`src/rtl/cmos_dvp_pattern_gen.sv`:
```
// Synthetic DVP camera source: produces gray test frames with OmniVision-style
// vsync/href timing so the capture path can run without a physical sensor.
module cmos_dvp_pattern_gen #(
    parameter int unsigned H_ACTIVE = 640,
    parameter int unsigned H_BLANK  = 144,
    parameter int unsigned V_BACK   = 16,
    parameter int unsigned V_ACTIVE = 480,
    parameter int unsigned V_FRONT  = 10,
    parameter int unsigned VS_SYNC  = 4
) (
    input  logic       cmos_pclk,
    input  logic       rst_n,
    input  logic       enable,
    input  logic [1:0] pattern_sel,
    output logic       cmos_vsync,
    output logic       cmos_href,
    output logic [7:0] cmos_data,
    output logic       frame_done,
    output logic [7:0] frame_cnt,
    output logic       busy
);

    localparam int unsigned H_TOTAL = H_ACTIVE + H_BLANK;
    localparam int unsigned V_TOTAL = V_BACK + V_ACTIVE + V_FRONT + VS_SYNC;

    localparam logic [11:0] H_LAST       = 12'(H_TOTAL - 1);
    localparam logic [11:0] V_LAST       = 12'(V_TOTAL - 1);
    localparam logic [11:0] H_ACT_END    = 12'(H_ACTIVE);
    localparam logic [11:0] V_ACT_FIRST  = 12'(V_BACK);
    localparam logic [11:0] V_ACT_LAST   = 12'(V_BACK + V_ACTIVE - 1);
    // First line of the vsync-low gap.
    localparam logic [11:0] V_SYNC_START = 12'(V_BACK + V_ACTIVE + V_FRONT);

    typedef enum logic [0:0] {StIdle, StRun} state_e;

    state_e      state_q, state_d;
    logic [11:0] h_cnt_q, h_cnt_d;
    logic [11:0] v_cnt_q, v_cnt_d;
    logic [1:0]  pat_q, pat_d;

    logic        vsync_d, href_d, done_d;
    logic [7:0]  data_d, fcnt_d;
    logic        at_origin;
    logic [1:0]  pat_eff;
    logic [7:0]  x, y;
    logic [11:0] y_full;

    assign at_origin = (state_q == StRun) && (h_cnt_q == 12'd0) && (v_cnt_q == 12'd0);
    // At the origin the pattern is being latched this cycle, so use it directly.
    assign pat_eff   = at_origin ? pattern_sel : pat_q;
    assign x         = h_cnt_q[7:0];
    assign y_full    = v_cnt_q - V_ACT_FIRST;
    assign y         = y_full[7:0];
    assign busy      = (state_q == StRun);

    // State register, raster counters and latched pattern.
    always_ff @(posedge cmos_pclk or negedge rst_n) begin
        if (!rst_n) begin
            state_q <= StIdle;
            h_cnt_q <= 12'd0;
            v_cnt_q <= 12'd0;
            pat_q   <= 2'd0;
        end else begin
            state_q <= state_d;
            h_cnt_q <= h_cnt_d;
            v_cnt_q <= v_cnt_d;
            pat_q   <= pat_d;
        end
    end

    // Next state: start on enable, free-run the raster, stop only at frame end.
    always_comb begin
        state_d = state_q;
        h_cnt_d = h_cnt_q;
        v_cnt_d = v_cnt_q;
        pat_d   = pat_q;
        unique case (state_q)
            StIdle: begin
                if (enable) begin
                    state_d = StRun;
                    h_cnt_d = 12'd0;
                    v_cnt_d = 12'd0;
                end
            end
            StRun: begin
                if (at_origin) begin
                    pat_d = pattern_sel;
                end
                if (h_cnt_q == H_LAST) begin
                    h_cnt_d = 12'd0;
                    if (v_cnt_q == V_LAST) begin
                        v_cnt_d = 12'd0;
                        if (!enable) begin
                            state_d = StIdle;
                        end
                    end else begin
                        v_cnt_d = v_cnt_q + 12'd1;
                    end
                end else begin
                    h_cnt_d = h_cnt_q + 12'd1;
                end
            end
            default: state_d = StIdle;
        endcase
    end

    // Output decode from the current counter position; registered below.
    always_comb begin
        vsync_d = 1'b0;
        href_d  = 1'b0;
        data_d  = 8'd0;
        done_d  = 1'b0;
        fcnt_d  = frame_cnt;
        if (state_q == StRun) begin
            vsync_d = (v_cnt_q < V_SYNC_START);
            href_d  = (v_cnt_q >= V_ACT_FIRST) && (v_cnt_q <= V_ACT_LAST) &&
                      (h_cnt_q < H_ACT_END);
            if (href_d) begin
                unique case (pat_eff)
                    2'd0: data_d = x;
                    2'd1: data_d = y;
                    2'd2: data_d = {8{x[3] ^ y[3]}};
                    2'd3: data_d = x + frame_cnt;
                    default: data_d = 8'd0;
                endcase
            end
            // Lands on the same edge where vsync drops.
            done_d = (h_cnt_q == 12'd0) && (v_cnt_q == V_SYNC_START);
            if (done_d) begin
                fcnt_d = frame_cnt + 8'd1;
            end
        end
    end

    // Registered DVP outputs and frame counter.
    always_ff @(posedge cmos_pclk or negedge rst_n) begin
        if (!rst_n) begin
            cmos_vsync <= 1'b0;
            cmos_href  <= 1'b0;
            cmos_data  <= 8'd0;
            frame_done <= 1'b0;
            frame_cnt  <= 8'd0;
        end else begin
            cmos_vsync <= vsync_d;
            cmos_href  <= href_d;
            cmos_data  <= data_d;
            frame_done <= done_d;
            frame_cnt  <= fcnt_d;
        end
    end

endmodule

```
`config.mk`:
```
export PLATFORM = sky130hd
export DESIGN_NAME = cmos_dvp_pattern_gen
export DESIGN_NICKNAME = d
export VERILOG_FILES = /design/src/rtl/cmos_dvp_pattern_gen.sv
export SDC_FILE = /design/constraint.sdc
export NUM_CORES = 1
export LEC_CHECK = 0
export BUFFER_PORTS_ARGS = -buffer_cell sky130_fd_sc_hd__buf_4
export CELL_PAD_IN_SITES_DETAIL_PLACEMENT = 1
export CELL_PAD_IN_SITES_GLOBAL_PLACEMENT = 2
export CORE_MARGIN = 5
export CORE_UTILIZATION = 34
export DETAILED_ROUTE_END_ITERATION = 10
export PLACE_DENSITY_LB_ADDON = 0.2
export SETUP_SLACK_MARGIN = 0.5
export SLEW_MARGIN = 20
export SYNTH_ARGS = -nofsm -noshare
export SYNTH_HDL_FRONTEND = slang
export SYNTH_SLANG_ARGS = --single-unit
export TNS_END_PERCENT = 30
```
`constraint.sdc`:
```
create_clock -name cmos_pclk -period 2.2 [get_ports cmos_pclk]
set_input_delay 0.33 -clock cmos_pclk [delete_from_list [all_inputs] [get_ports cmos_pclk]]
set_output_delay 0.33 -clock cmos_pclk [all_outputs]
set_load 0.01 [all_outputs]
```
# After elaboration in Yosys (flattened, before gate mapping)

Index checks and enable logic that the tools add are counted.

Flip-flop bits (word level): 46
Input bits: 5
Output and inout bits: 20

Add/subtract/negate cells: 5
Magnitude comparators: 4
Equality and inequality tests: 8
Multiplexer cells: 17
Bitwise gates (word level): 2
Reductions and logical operators: 10

Operators by type and width:

| kind                  | count |
|---|---|
| $mux 12               | 4 |
| $pmux 12 s2           | 2 |
| $pmux 8 s4            | 1 |
| $add 12x1->12 const B | 2 |
| $eq 12x9->1 const B   | 2 |
| $logic_not 12->1      | 2 |
| $mux 8                | 2 |
| $eq 12x10->1 const B  | 1 |
| $ge 12x5->1 const B   | 1 |
| $le 12x9->1 const B   | 1 |
| $lt 12x10->1 const B  | 1 |
| $lt 12x9->1 const B   | 1 |
| $add 8x1->8 const B   | 1 |
| $add 8x8->8           | 1 |
| $sub 8x5->8 const B   | 1 |
| $mux 1                | 6 |
| $logic_and 1x1->1     | 5 |
| $eq 2x2->1 const B    | 2 |
| $reduce_and 2->1      | 2 |
| $eq 2x1->1 const B    | 1 |
| $logic_not 2->1       | 1 |
| $mux 2                | 1 |
| $ne 2x1->1 const B    | 1 |
| $ne 2x2->1 const B    | 1 |
| other kinds (3)       | 3 |

# Longest topological paths before layout

Gate-level depths: netlist (run 1).

Word-level depth: 8
Depth in mapped cells: 9
Gate-level depth less buffers: 8

# Least setup slack after synthesis (run 1)

Ideal clock, no wire load.

Kind: reg-to-reg
From: reg v_cnt_q[4]
To: reg cmos_data[7]
Library setup time: 0.125 ns
Arrival time: 2.025 ns
Data required time: 2.075 ns
Setup slack: 0.050 ns
Stages on the path, launching flop included: 10
Buffers on the path: 1
Clock period less this slack: 2.150 ns
Path through: dfrtp_1 > inv_1 > ha_1 > nor3b_1 > nand3_1 > or2_0 > buf_6 > a311o_1 > a221oi_2 > nor3_1

Longest elaborated chain between the ends: 7
Elaborated cells between the ends (all ways): 15
Classes of those cells: add/sub (1); order compare (2); eq/ne (3); mux (4); reduce/logical (5)

Ends and longest elaborated chain:

| what                                                | RTL line | text |
|---|---|---|
| start, declared                                     | 38       | `logic [11:0] v_cnt_q, v_cnt_d;` |
| start signal, assigned                              | 66       | `v_cnt_q <= v_cnt_d;` |
| branches (longest 5 deep; another with $sub 8x5->8) | --       |  |
| $mux 8 (*)                                          | 118      | `if (href_d) begin` |
| $mux 8 (*)                                          | 114      | `if (state_q == StRun) begin` |
| via data_d[7]                                       | 42       | `logic [7:0] data_d, fcnt_d;` |
| end signal, assigned                                | 146      | `cmos_data <= data_d;` |
| end, declared                                       | 17       | `output logic [7:0] cmos_data,` |

Mark *: on every way through the listed nets, which the timed path passes.
A chain may end at the register's enable or synchronous reset.

# Worst setup path in the final report (run 1)

From: reg h_cnt_q[0]
To: reg cmos_data[4]

Longest elaborated chain between the ends: 8
Elaborated cells between the ends (all ways): 14
Classes of those cells: add/sub (1); order compare (1); eq/ne (3); mux (4); reduce/logical (5)

Ends and longest elaborated chain:

| what                                     | RTL line | text |
|---|---|---|
| start, declared                          | 37       | `logic [11:0] h_cnt_q, h_cnt_d;` |
| start signal, assigned                   | 65       | `h_cnt_q <= h_cnt_d;` |
| $logic_not 12->1                         | 48       | `assign at_origin = (state_q == StRun) && (h_cnt_q == 12'd0) && (v_cnt_q == 12'd0);` |
| $logic_and 1x1->1 (2 in a row)           | 48       |  |
| $mux 2                                   | --       |  |
| $eq 2x2->1, or another cell as far along | 119      | `unique case (pat_eff)` |
| $pmux 8 s4                               | 119      |  |
| $mux 8 (*)                               | 118      |  |
| $mux 8 (*)                               | 114      |  |
| via data_d[4]                            | 42       |  |

Mark *: on every way through the listed nets, which the timed path passes. The rest lies on a longest branch.

==> metrics, run 1 <==
Post-DP Area=0.00351 mm2; clock-pin slew on the worst setup and hold paths=0.10 ns; initial antenna violation count=0; Wirelength per Cell=17.5 um; Worst EP required=2.39 ns; Synth Instances=326; VDD IR max=between 200 and 300 uV; final WL=approximately 9000 um; Worst-Margin Slew=about 0.63 ns; # diodes=0; Nets=roughly 430; minimum clock period=around 2.1 ns; maxcap violations=0; Logic pwr share=3.6%; Clk pwr share=41.8%; Die H=103 um; GRT Util Overall=18.2%; Worst Hold Class=in2async; Pre-Repair DR Iteration Count=4; Reg power frac=about 55%; Iter 0 DRT Violations=62; I/O pin total=25; Via density=between 5 and 6; Worst R2R Start=h_cnt_q[0]$_DFFE_PN0P_; nature of the critical path endpoint=flip-flop; Critical Path Source Type=flip-flop; Die W=103 um; GR Overflow Total=0; Switch Pwr=about 350 uW; Synth Flop Type=dfrtp_1; starting density of the core=approximately a third; clock buffer depth=2; Row Count=33; Setup WS pre-CTS=around 0.023 ns; CTS tree=done; RSZ-0062 raised after global routing=yes; clk sink count=46; final slew viol count=0; Final Cycle Share=roughly 94%; beginning of the critical path=h_cnt_q[0]$_DFFE_PN0P_; Num CTS Buffers=5; Yosys reg bits=46; number of global-route vias before repair=2949; HPWL after DPL=6490 um; Final Wtd Congestion=around 0.84; layout cells sized above 1=32.2%; worst clock skew=0.00969 ns; Fin Setup TNS=0 ns; Clk Latency, worst-skew pair=about 0.31 ns; fmax=483 MHz; Ys Warns=0; die area=~0.011 mm2; Setup WS post-layout=about 0.13 ns; post-synth top area cell=dfrtp_1; status=complete, no violations; number of flops mapped to enable cells by yosys=0; synthesized cell area=0.00293 mm2; Antenna Nets Post-Route=0; routed vias=between 2000 and 3000; sw frac=a little under a quarter; Pint=between 1 and 1.5 mW; core area=0.00830 mm2; input/output buffers=24; post-cts hold buffer count=0; FILL cells=approximately 1000; largest net degree at the start of global routing=47; Lkg Pwr=approximately 1.8 nW; sequential area share after synthesis=approximately 40%; final hold violations=0; PD cells=~400 mW/mm2; Critical Path AT=2.26 ns; first-pass GRT wire length=around 15000 um; asr flop ratio synth=100%; top-area cell type share of the netlist area=just under 40%; slew margin rel.=58.2%; CTS H-tree depth=2; CP max FO=6; synth top area cells=dfrtp_1 (39%), o21ai_0 (7.7%), ha_1 (7.3%); worst setup path category=reg2reg; Design Area, Final=approximately 0.0039 mm2; multi-input logic area=~0.0019 mm2; Mean Syn Cell Area=8.98 um2; clock root buffer=clkbuf_8; final setup vio count=0; Design Power=1.55 mW; Area Overhead vs Synth=34.1%; register area=0.00115 mm2; # DRC=0; syn nets=349; Yosys cell types=52
## cells by family after synthesis
kind of cell               synth area share, %
and+or+nand+nor                           22.8
adders and majority gates                 7.95
xor gates and xnor gates                  4.78
buffers and inverters                     3.20
muxes                                     1.84
DFF                                       39.3
AOI/OAI and AO/OA                         20.2
## what timing repair did
item / 4_1_cts / 5_1_grt
endpoints found under the setup margin: 39 / 41
buffers inserted: 11 / 4
pin swaps: 15 / 14
gates cloned: 1 / 1
gates resized for setup: 40 / 17
## path summary, 6_finish.rpt
kind,endpoint,slack (ns),cells after the start
min in group cmos_pclk,busy$_DFF_PN0_,0.26,3
worst min register to register,frame_cnt[7]$_DFFE_PN0P_,0.53,1
max in group asynchronous,frame_cnt[0]$_DFFE_PN0P_,1.72,1
worst min-delay path,frame_cnt[7]$_DFFE_PN0P_,0.03,1
worst max-delay path,cmos_data[4]$_DFF_PN0_,0.13,9
worst max register to register,cmos_data[4]$_DFF_PN0_,0.13,9
## metal layers
metal	global-route usage (%)	part of all wire (%)	routed length [um]
met4	4.18	1.2	110
met3	3.04	2.8	254
met1	24.0	47	4230
met2	31.3	49	4330
met5	0	0	0
## through the flow
stage	hold WS, ns	util [%]	cells
global placement	0.392	42.3	484
global route	0.0781	47.3	509
CTS	0.0554	46.4	504
detailed placement	0.394	42.3	484
finish	0.0305	47.3	509
floorplan	0.0344	-	326
## area by class of cell
class | count | area share (%)
clock buffer | 5 | 1.75
clock inverter | 3 | 1.15
inverter | 9 | 0.860
multi-input combinational | 261 | 47.6
sequential | 46 | 29.4
tap | 105 | 3.34
timing repair buffer | 80 | 16.0
## Yosys cell counts (2+ instances only)
master,instances
nor2b_1,4
nand4_1,5
and4_1,4
nand2_1,37
a31oi_1,4
o31ai_1,8
clkbuf_1,6
buf_6,2
a211oi_1,2
or3_1,3
nand3_1,16
xor2_1,7
dfrtp_1,46
nor3_1,6
xnor2_1,9
inv_1,9
ha_1,17
nand2b_1,3
a21o_1,3
and2_1,4
o21ai_0,45
a21oi_1,16
a22oi_1,3
mux2i_1,2
o21a_1,5
and3_1,6
nor3b_1,2
nor2_1,25
buf_2,3
o21bai_1,2
## cell usage in the layout (no fill, tap or decap), types with 3 or more instances in the layout
cell	n
nand3_1	15
and4_1	3
nand2_1	35
a21oi_2	3
dfrtp_1	44
xnor2_1	9
nor2_1	24
o31ai_1	7
buf_4	73
buf_6	7
o21a_1	5
o21ai_0	29
and2_1	3
a21oi_1	13
nor2b_1	4
nor3_1	5
and3_1	5
o21ai_1	16
nand4_1	5
xor2_1	6
a31oi_1	4
a21o_1	3
clkbuf_8	5
ha_1	14
inv_1	8
## sequential cells by signal, indices dropped and copies added, names as in the netlist
name / count
cmos_data: 8
v_cnt_q: 12
h_cnt_q: 12
frame_cnt: 8
cmos_href: 1
pat_q: 2
cmos_vsync: 1
frame_done: 1
busy: 1
## critical path, stage by stage, from the launching register on
cell and delay, ns:
dfrtp_1 0.39, buf_4 0.17, ha_4 0.17, fa_2 0.35, nand3_2 0.08, nand2_2 0.06, xor2_2 0.17, a311oi_1 0.26
o22ai_1 0.15, o211a_1 0.15
## power groups by stage
| stage | Clock (mW) | Sequential [mW] | Combinational [mW] |
|---|---|---|---|
| 4_1_cts | 0.675 | 0.848 | 0.0569 |
| 5_1_grt | 0.704 | 0.848 | 0.0646 |
| 3_3_place_gp | 0 | 0.864 | 0.0534 |
| 6_report | 0.648 | 0.848 | 0.0562 |
| 3_5_place_dp | 0 | 0.864 | 0.0537 |
| 2_1_floorplan | 0 | 0.864 | 0.0192 |
Power figures use the tool's default switching activity.
==> run 2: changes to the inputs <==
HOLD_SLACK_MARGIN = 0.02   (was default)
MAX_ROUTING_LAYER = met4   (was default)
SLEW_MARGIN = default   (was 20)
==> metrics, run 2 (synthesis gave the netlist of run 1 again) <==
multi-input logic area=0.00187 mm2 (unchanged); clock-pin slew on the worst setup and hold paths=0.10 ns (about the same); # DRC=0 (unchanged); FILL cells=982 (unchanged); core area=0.00830 mm2 (unchanged); initial antenna violation count=0 (unchanged); RSZ-0062 raised after global routing=yes; final hold violations=0 (unchanged); # diodes=0 (unchanged); Final Wtd Congestion=0.853 (+1.6%); Die W=103 um (unchanged); fmax=483 MHz (about the same); HPWL after DPL=6490 um (unchanged); Row Count=33 (unchanged); Regs by FF count=h_cnt_q: 12 flops, v_cnt_q: 12 flops; status=complete, no violations; Antenna Nets Post-Route=0 (unchanged); Design Area, Final=0.00393 mm2 (unchanged); crit-path cells=buf_4, ha_4, fa_2, nand3_2, nand2_2, xor2_2, a311oi_1, o22ai_1, o211a_1; maxcap violations=0 (unchanged); routed vias=2728 (-0.26%); GR Overflow Total=0 (unchanged); clock root buffer=clkbuf_8; Fin Setup TNS=0 ns (unchanged); slowest stage cell, crit path=dfrtp_1; most common cell after layout, fill and taps aside=buf_4; nature of the critical path endpoint=flip-flop; Die H=103 um (unchanged); VDD IR max=252 uV (+0.13%); Pre-Repair DR Iteration Count=4 (unchanged); Clk Latency, worst-skew pair=0.31 ns (about the same); delay of the slowest cell on the worst path=0.39 ns (about the same); first-pass GRT wire length=14900 um (about the same); final WL=8910 um (-0.13%); Post-DP Area=0.00351 mm2 (unchanged); Iter 0 DRT Violations=75 (+21%); CTS tree=done; post-cts hold buffer count=0 (unchanged); CTS H-tree depth=2 (unchanged); Lkg Pwr=1.77 nW (unchanged); final setup vio count=0 (unchanged); Critical Path Source Type=flip-flop; Via density=5.36 (-0.26%); Final Cycle Share=94.1% (about the same); CP max FO=6 (unchanged); final slew viol count=0 (unchanged); Critical Path AT=2.26 ns (about the same); register area=0.00115 mm2 (unchanged); Wirelength per Cell=17.5 um (-0.13%); I/O pin total=25 (unchanged); Setup WS post-layout=0.129 ns (-0.00147 ns); Num CTS Buffers=5 (unchanged); Worst Hold Class=in2async; Setup WS pre-CTS=0.0225 ns (unchanged); Area Overhead vs Synth=34.1% (unchanged); clk sink count=46 (unchanged); GRT Util Overall=18.8% (+0.56 points); largest net degree at the start of global routing=47 (unchanged); PD cells=395 mW/mm2 (about the same); minimum clock period=2.07 ns (+0.00147 ns); starting density of the core=35.3% (unchanged); number of global-route vias before repair=2954 (+0.17%); worst clock skew=0.0101 ns (+0.000424 ns); layout cells sized above 1=32.2% (unchanged); Worst-Margin Slew=0.628 ns (+0.00156 ns); Worst EP required=2.39 ns (about the same); clock buffer depth=2 (unchanged); Nets=426 (unchanged); most frequent cells in the layout=buf_4 (73), dfrtp_1 (44), nand2_1 (35), o21ai_0 (29), nor2_1 (24); slew margin rel.=58.1% (-0.10 points); input/output buffers=24 (unchanged); die area=0.0106 mm2 (unchanged); worst setup path category=reg2reg
run 2: cell counts in the layout (fill, tap and decap cells not counted):
Identical to the previous run, type by type.
run 2: worst max-delay path: cells and delay by family (launching register included):
kind,cells,cell delay (ns)
xor gates and xnor gates,1,0.17
AOI/OAI and AO/OA,3,0.56
buffers and inverters,1,0.17
adders and majority gates,2,0.52
DFF,1,0.39
and+or+nand+nor,2,0.14
run 2: power by group:
| part | internal (mW) | switching (mW) | total [mW] |
|---|---|---|---|
| logic | 0.0169 | 0.0393 | 0.0562 |
| clock network | 0.338 | 0.310 | 0.648 |
| registers | 0.846 | 0.00200 | 0.848 |
| total | 1.20 | 0.351 | 1.55 |
run 2: cell type report:
| type | instances | share of cell area (%) |
|---|---|---|
| flip-flops and latches | 46 | 29.4 |
| inverters | 9 | 0.860 |
| clock inverters | 3 | 1.15 |
| multi-input cells | 261 | 47.6 |
| well taps | 105 | 3.34 |
| repair buffers | 80 | 16.0 |
| clock buffers | 5 | 1.75 |
run 2: per-layer routing:
layer | wire (um) | track usage (%) | up-vias
met5 | 0 | - | -
met2 | 4340 | 31.2 | 28
met1 | 4220 | 24.1 | 1353
li1 | - | - | 1340
met3 | 242 | 3.04 | 7
met4 | 110 | 4.18 | 0
run 2: final timing paths:
kind | startpoint | to | slack [ns] | cells past startpoint
min in group cmos_pclk | enable | busy$_DFF_PN0_ | 0.26 | 3
hold reg to reg | frame_cnt[7]$_DFFE_PN0P_ | frame_cnt[7]$_DFFE_PN0P_ | 0.53 | 1
setup / recovery | h_cnt_q[0]$_DFFE_PN0P_ | cmos_data[4]$_DFF_PN0_ | 0.13 | 9
setup reg to reg | h_cnt_q[0]$_DFFE_PN0P_ | cmos_data[4]$_DFF_PN0_ | 0.13 | 9
hold / removal | rst_n | frame_cnt[7]$_DFFE_PN0P_ | 0.03 | 1
max in group asynchronous | rst_n | frame_cnt[0]$_DFFE_PN0P_ | 1.72 | 1
run 2: per-stage QoR:
stage / total power, mW / std cells / util [%] / hold slack, ns
global placement: 0.918 / 484 / 42.3 / 0.392
finish: 1.55 / 509 / 47.3 / 0.0309
detailed placement: 0.918 / 484 / 42.3 / 0.394
floorplan: 0.884 / 326 / - / 0.0344
global route: 1.62 / 509 / 47.3 / 0.0781
CTS: 1.58 / 504 / 46.4 / 0.0554
run 2: repair_timing:
action	CTS	global route
cloned	1	1
gates resized for setup	40	17
endpoints found under the setup margin	39	41
buffers inserted	11	4
pin swaps	15	14
hold endpoints to repair	0	0
==> run 3: changes to the inputs <==
CORE_UTILIZATION = 40   (was 34)
clock period = 2.55 ns   (was 2.2 ns; I/O delays follow)
==> metrics, run 3 (synthesis gave the netlist of run 1 again) <==
final hold violations=0 (unchanged); nature of the critical path endpoint=flip-flop; layout cells sized above 1=27.1% (-5.1 points); initial antenna violation count=0 (unchanged); input/output buffers=24 (unchanged); Clk Latency, worst-skew pair=0.30 ns (about the same); die area=0.00913 mm2 (-14%); Critical Path Source Type=flip-flop; Worst Hold Class=in2async; worst setup path category=reg2reg; most common cell after layout, fill and taps aside=buf_4; first-pass GRT wire length=13700 um (-7.8%); largest net degree at the start of global routing=47 (unchanged); HPWL after DPL=6010 um (-7.3%); routed vias=2658 (-2.6%); most frequent cells in the layout=buf_4 (56), dfrtp_1 (42), o21ai_0 (40), nand2_1 (37), nor2_1 (24); CTS H-tree depth=2 (unchanged); Final Wtd Congestion=0.834 (-2.3%); Final Non-Filler Cells=479 (-5.9%); CP max FO=6 (unchanged); core area=0.00718 mm2 (-14%); GR Overflow Total=0 (unchanged); Nets=402 (-5.6%); clock root buffer=clkbuf_8; fmax=475 MHz (-1.7%); GRT Util Overall=19.9% (+1.1 points); number of global-route vias before repair=2731 (-7.5%); VDD IR max=143 uV (-43%); Fin Setup TNS=0 ns (unchanged); starting density of the core=40.8% (+5.5 points); FILL cells=838 (-15%); final WL=8470 um (-5.0%); Regs by FF count=h_cnt_q: 12 flops, v_cnt_q: 12 flops; Worst-Margin Slew=0.726 ns (+0.0980 ns); post-cts hold buffer count=0 (unchanged); clock-pin slew on the worst setup and hold paths=0.09 ns (about the same); Antenna Nets Post-Route=0 (unchanged); Post-DP Area=0.00331 mm2 (-5.7%); # DRC=0 (unchanged); # diodes=0 (unchanged); Num CTS Buffers=5 (unchanged); Iter 0 DRT Violations=134 (+79%); placed cells=456 (-5.8%); Wirelength per Cell=17.7 um (+0.96%); Area Overhead vs Synth=26.4%; RSZ-0062 raised after global routing=yes; clk sink count=46 (unchanged); PD cells=358 mW/mm2 (-9.3%); clock buffer depth=2 (unchanged); worst clock skew=0.00751 ns (-0.00261 ns); I/O pin total=25 (unchanged); Pre-Repair DR Iteration Count=4 (unchanged); maxcap violations=0 (unchanged); CTS tree=done; final slew viol count=0 (unchanged); worst reg-to-reg setup slack=0.44 ns (+0.31 ns); Via density=5.55 (+3.5%); Worst EP required=2.75 ns (+0.36 ns); Row Count=31 (-6.1%); Final Cycle Share=82.6% (-12 points); final setup vio count=0 (unchanged); Lkg Pwr=1.65 nW (-6.7%); status=complete, no violations; minimum clock period=2.11 ns (+0.0362 ns); Die H=95.6 um (-7.0%); Design Area, Final=0.00370 mm2 (-5.8%); slew margin rel.=51.4% (-6.7 points); Die W=95.6 um (-7.0%); Critical Path AT=2.30 ns (+0.04 ns)
run 3: worst paths after layout:
kind,startpoint,cells after the start,end
max,h_cnt_q[0]$_DFFE_PN0P_,10,cmos_data[4]$_DFF_PN0_
min,rst_n,1,h_cnt_q[7]$_DFFE_PN0P_
max reg2reg,h_cnt_q[0]$_DFFE_PN0P_,10,cmos_data[4]$_DFF_PN0_
min reg2reg,frame_cnt[7]$_DFFE_PN0P_,1,frame_cnt[7]$_DFFE_PN0P_
max in group asynchronous,rst_n,1,v_cnt_q[5]$_DFFE_PN0P_
min in group cmos_pclk,enable,3,busy$_DFF_PN0_
run 3: through the flow:
stage	power [mW]	hold WS, ns	utilization, %	worst slack, ns
2_1_floorplan	0.762	0.0869	-	0.467
3_3_place_gp	0.790	0.437	46.2	0.206
3_5_place_dp	0.790	0.447	46.2	0.114
4_1_cts	1.34	0.118	48.8	0.324
5_1_grt	1.38	0.132	51.6	0.315
6_report	1.33	0.0898	51.6	0.443
run 3: cell type report:
type                       count  area, um2  share of cell area [%]
clock buffer                   7       76.3                    2.06
clock inverter                 1       30.0                   0.811
inverter                       9       33.8                   0.913
multi-input combinational    260       1850                    50.0
sequential                    46       1160                    31.2
tap                           99        124                    3.35
timing repair buffer          57        432                    11.7
run 3: routing by layer:
layer  share of wire (%)  up-vias  track usage (%)
li1                    -     1278                -
met1                  47     1337             26.4
met2                  49       36             32.4
met3                 2.7        7             3.16
met4                0.87        0             3.91
met5                   0        -                -
run 3: what timing repair did:
item,in CTS,in global routing
resized for setup,15,30
setup endpoints to repair,31,33
pin swaps,8,8
setup buffers,6,9
run 3: power by group:
| part | internal, mW | switching, mW | total (mW) |
|---|---|---|---|
| Combinational | 0.0119 | 0.0320 | 0.0439 |
| Sequential | 0.729 | 0.00239 | 0.732 |
| Clock | 0.294 | 0.256 | 0.550 |
| Total | 1.04 | 0.290 | 1.33 |
run 3: critical path, cell delays in order, from the launching register on:
cell and delay (ns):
dfrtp_2 0.45, inv_2 0.07, ha_4 0.13, nor4b_4 0.19, nand4_2 0.16, or2_4 0.30
buf_4 0.14, buf_4 0.14, a311oi_2 0.19, o22ai_1 0.10, o211a_1 0.13
